==> src/rtl/bcd_pkg.sv <==
// Shared types and constants for the BCD-to-binary converter.
package bcd_pkg;

  typedef enum logic [1:0] {
    IDLE  = 2'd0,
    SHIFT = 2'd1,
    DONE  = 2'd2
  } state_t;

  localparam logic [3:0] DIGIT_MAX  = 4'd9;
  localparam logic [3:0] ADJ_THRESH = 4'd8;
  localparam logic [3:0] ADJ_VAL    = 4'd3;

endpackage

==> src/rtl/bcd_digit_adj.sv <==
// Reverse double-dabble digit correction: pull 3 back out of any digit >= 8.
module bcd_digit_adj
  import bcd_pkg::*;
(
  input  logic [3:0] din,
  output logic [3:0] dout
);

  assign dout = (din >= ADJ_THRESH) ? din - ADJ_VAL : din;

endmodule

==> src/rtl/bcd_to_bin_seq.sv <==
// Sequential BCD-to-binary converter, one shift per clock with start/busy/done.
// Optional invalid-digit detection is enabled by defining BCD_DIGIT_CHECK_EN.
//
// state | meaning
// IDLE  | waiting for start; bcd_in loaded on acceptance
// SHIFT | one right shift plus digit correction per cycle
// DONE  | publish result; done pulses in the following cycle
module bcd_to_bin_seq
  import bcd_pkg::*;
#(
  parameter int DIGITS = 3,
  parameter int BIN_W  = 10
) (
  input  logic                  CLOCK_50,
  input  logic                  reset_n,
  input  logic                  start,
  input  logic [4*DIGITS-1:0]   bcd_in,
  output logic                  busy,
  output logic                  done,
  output logic [BIN_W-1:0]      bin_out,
  output logic                  err
);

  localparam int BCD_W = 4 * DIGITS;
  localparam int CNT_W = $clog2(BIN_W + 1);

  state_t             state, state_nxt;
  logic [BCD_W-1:0]   bcd_reg, bcd_shr, bcd_adj;
  logic [BIN_W-1:0]   bin_reg, bin_nxt;
  logic [CNT_W-1:0]   cnt;
  logic               bad_in, bad_reg;
  logic               load, shift_en, finish;

  assign bcd_shr = bcd_reg >> 1;
  assign bin_nxt = {bcd_reg[0], bin_reg[BIN_W-1:1]};

  for (genvar g = 0; g < DIGITS; g++) begin : g_adj
    bcd_digit_adj u_adj (
      .din  (bcd_shr[4*g +: 4]),
      .dout (bcd_adj[4*g +: 4])
    );
  end

`ifdef BCD_DIGIT_CHECK_EN
  always_comb begin
    bad_in = 1'b0;
    for (int i = 0; i < DIGITS; i++) begin
      if (bcd_in[4*i +: 4] > DIGIT_MAX) bad_in = 1'b1;
    end
  end

  // Invalid input bypasses SHIFT; the flag rides along to DONE.
  always_ff @(posedge CLOCK_50 or negedge reset_n) begin
    if (!reset_n) begin
      bad_reg <= 1'b0;
      err     <= 1'b0;
    end else begin
      if (load)   bad_reg <= bad_in;
      if (finish) err     <= bad_reg;
    end
  end
`else
  assign bad_in  = 1'b0;
  assign bad_reg = 1'b0;
  assign err     = 1'b0;
`endif

  always_ff @(posedge CLOCK_50 or negedge reset_n) begin
    if (!reset_n) state <= IDLE;
    else          state <= state_nxt;
  end

  always_comb begin
    state_nxt = state;
    case (state)
      IDLE:    if (start) state_nxt = bad_in ? DONE : SHIFT;
      SHIFT:   if (cnt == CNT_W'(1)) state_nxt = DONE;
      DONE:    state_nxt = IDLE;
      default: state_nxt = IDLE;
    endcase
  end

  always_comb begin
    load     = (state == IDLE) && start;
    shift_en = (state == SHIFT);
    finish   = (state == DONE);
    busy     = (state == SHIFT);
  end

  always_ff @(posedge CLOCK_50 or negedge reset_n) begin
    if (!reset_n) begin
      bcd_reg <= '0;
      bin_reg <= '0;
      cnt     <= '0;
      bin_out <= '0;
      done    <= 1'b0;
    end else begin
      done <= finish;
      if (load) begin
        bcd_reg <= bcd_in;
        bin_reg <= '0;
        cnt     <= CNT_W'(BIN_W);
      end else if (shift_en) begin
        bcd_reg <= bcd_adj;
        bin_reg <= bin_nxt;
        cnt     <= cnt - CNT_W'(1);
      end
      if (finish) bin_out <= bad_reg ? '0 : bin_reg;
    end
  end

endmodule

==> config.mk <==
export PLATFORM = sky130hd
export DESIGN_NAME = bcd_to_bin_seq
export DESIGN_NICKNAME = d
export VERILOG_FILES = /design/src/rtl/bcd_pkg.sv /design/src/rtl/bcd_digit_adj.sv /design/src/rtl/bcd_to_bin_seq.sv
export SDC_FILE = /design/constraint.sdc
export NUM_CORES = 1
export LEC_CHECK = 0
export ABC_AREA = 1
export BUFFER_PORTS_ARGS = -buffer_cell sky130_fd_sc_hd__clkbuf_2
export CAP_MARGIN = 20
export CORE_AREA = 5 5 79 66
export DETAILED_ROUTE_END_ITERATION = 10
export DIE_AREA = 0 0 84 71
export GPL_ROUTABILITY_DRIVEN = 0
export GPL_TIMING_DRIVEN = 0
export PLACE_DENSITY_LB_ADDON = 0.12
export SETUP_SLACK_MARGIN = 0.15
export SYNTH_ARGS = -nofsm -noshare
export SYNTH_HDL_FRONTEND = slang
export SYNTH_HIERARCHICAL = 1
export SYNTH_SLANG_ARGS = --single-unit
==> constraint.sdc <==
create_clock -name CLOCK_50 -period 3.1 [get_ports CLOCK_50]
set_input_delay 0.155 -clock CLOCK_50 [delete_from_list [all_inputs] [get_ports CLOCK_50]]
set_output_delay 0.155 -clock CLOCK_50 [all_outputs]
set_load 0.005 [all_outputs]
==> impl_metrics.tcl <==
set metrics [dict create \
    vias 1413 \
    portBuffers 26 \
    clock-skew-final_ps 4.32 \
    leakagePower_nw 1.17 \
    grt_first_pass_wirelength_um 6170 \
    post-cts-setup-buffers 0 \
    grt_max_degree 40 \
    drc 0 \
    globalRouteTotalUtil 0.128 \
    power.total_mw 2.11 \
    startpoint_type "register" \
    ctsResizeCount 0 \
    max_cap_violations 0 \
    crit_fanout 10 \
    cp-end-kind "output port" \
    finalHoldViolations 0 \
    clk_latency_ps 290 \
    maxSlewViolCount 0 \
    hpwlAfterDp_um 2450 \
    synth_area_leader_cell "dfrtp_1" \
    ant_nets 0 \
    grt_overflow 0 \
    io_pins 28 \
    placementRows 22 \
    grt_setup_unrepaired "false" \
    status "completed" \
    synth.area.top_cells "dfrtp_1, nand2_1, inv_1" \
    core_um2 4400 \
    grt_pass1_vias 1364 \
    htreeDepth 2 \
    cts_buffers 5 \
    antenna_cells 0 \
    setup_viol 0 \
    die_y_um 71 \
    ctsRootBufferMaster "clkbuf_8" \
    clock_sink_count 39 \
    final.setup.tns_ps 0 \
    first_pass_iters 4 \
    via_per_inst 4.43 \
    antenna_found_initial 0 \
    cts_tree "yes" \
    ys_types 23 \
    max_freq_mhz 680 \
    p_per_area_nw_per_um2 954 \
    die_x_um 84 \
    hold_path.class "in2reg" \
    drtIter0Drc 59 \
    area_growth_pct 18.6 \
    fin_crit_ps 1470 \
    post_drt_wl_per_cell_um 11.0 \
    cts_max_path_buffers 2 \
    drt_wl_total_um 3510 \
    cts.reportedPaths.clkPinSlew_ps 80 \
    synth_area_um2 1870 \
    synth_top_cell_area_share 0.522 \
    vdd_ir_drop_max_mv 0.458 \
    criticalPathCategory "reg2out" \
    initial_core_util 0.424 \
    synth_cells 217 \
    period_share 0.474 \
    drive_gt1_frac 0.189 \
    ys_ff_latch 39 \
    worstPathArrival_ps 1320 \
    largest_reg_flops 12 \
    crit_required_ps 2940 \
    avgSynthCellArea_um2 8.61 \
    nNetsFinal 281 \
    yosys_warnings 6 \
    seq_area_frac_synth 0.522 \
    dieArea_um2 5960 \
]
kinds of logic after synthesis:
family                     after synthesis  share of synthesized area
and+or+nand+nor                         95                      0.212
buffers and inverters                   40                     0.0938
DFF                                     39                      0.522
AOI/OAI and AO/OA                       30                     0.0978
adders and majority gates                8                     0.0536
xor gates and xnor gates                 4                     0.0188
other                                    1                    0.00201
placed cells by master, fill, tap and decap left out, drive strengths merged:
master       synthesis  layout
ha                   8       8
xor2                 3       3
clkinv               0       1
o21ai               17      17
nor2                 5       5
dlygate4sd3          0       1
nand3               17      17
nand4                1       1
nand2               72      72
o211ai               1       1
buf                  6       7
xnor2                1       1
a21boi               3       3
inv                 33      33
o22ai                9       9
clkinvlp             0       2
clkbuf               1      32
conb                 1       7
dfrtp               39      39
what timing repair did:
| item | CTS | global route |
|---|---|---|
| endpoints found under the hold margin | 0 | 6 |
| hold buffers | 0 | 1 |
| setup endpoints to repair | 0 | 0 |
critical path, stage by stage (launching register included):
cell and delay (ps):
dfrtp_1 460, inv_2 80, nor2_4 190, buf_6 180, clkbuf_2 120
metal layers:
| layer | global-route usage | up-vias | routed length, um |
|---|---|---|---|
| met5 | 0 | - | 0 |
| met1 | 0.173 | 639 | 1830 |
| li1 | - | 750 | - |
| met3 | 0.0384 | 7 | 112 |
| met2 | 0.194 | 17 | 1510 |
| met4 | 0.0500 | 0 | 55 |
stage by stage:
stage	cells	setup WS, ps	area (um2)	utilization	hold WS [ps]
after floorplan	223	2020	1890	-	-141
after global placement	309	1930	2100	0.476	362
after CTS	317	1610	2180	0.496	37.3
after global routing	319	1570	2210	0.503	60.4
after detailed placement	309	1940	2100	0.476	357
final	319	1630	2210	0.503	66.3
Yosys cell counts:
cell type  instances
xor2_1             3
nor2_1             3
nand3_2            1
inv_1             30
buf_6              1
ha_1               8
o22ai_1            9
nand4_1            1
nor2_2             1
clkbuf_2           1
nor2_4             1
dfrtp_1           39
nand2_1           72
o21ai_4            1
inv_2              3
nand3_1           16
conb_1             1
xnor2_1            1
a21boi_1           3
buf_4              4
buf_2              1
o21ai_0           16
o211ai_1           1
final timing paths:
| check | start | end | slack [ps] | cells past startpoint |
|---|---|---|---|---|
| worst max register to register | bcd_reg[1]$_DFFE_PN0P_ | bcd_reg[1]$_DFFE_PN0P_ | 1930 | 6 |
| worst min-delay path | bcd_in[11] | bcd_reg[11]$_DFFE_PN0P_ | 70 | 3 |
| worst min register to register | bin_out[3]$_DFFE_PN0P_ | bin_out[3]$_DFFE_PN0P_ | 490 | 2 |
| min in group asynchronous | reset_n | bcd_reg[1]$_DFFE_PN0P_ | 250 | 2 |
| max in group asynchronous | reset_n | bin_out[4]$_DFFE_PN0P_ | 2410 | 3 |
| worst max-delay path | state[0]$_DFFE_PN0P_ | busy | 1630 | 4 |
layout make-up:
type / instances / area [um2]
fillers: 464 / 2190
clock buffers: 5 / 68.8
multi-input cells: 144 / 739
clock inverters: 3 / 20.0
well taps: 60 / 75.1
repair buffers: 28 / 160
flip-flops and latches: 39 / 976
plain buffers: 7 / 51.3
inverters: 33 / 124
power by group:
group / switching [mW] / internal (mW) / total [mW] / leakage, nW
Combinational: 0.480 / 0.371 / 0.852 / 0.644
Clock: 0.184 / 0.156 / 0.340 / 0.0402
Sequential: 0.176 / 0.746 / 0.922 / 0.487
Total: 0.840 / 1.27 / 2.11 / 1.17
Power figures use the tool's default switching activity.
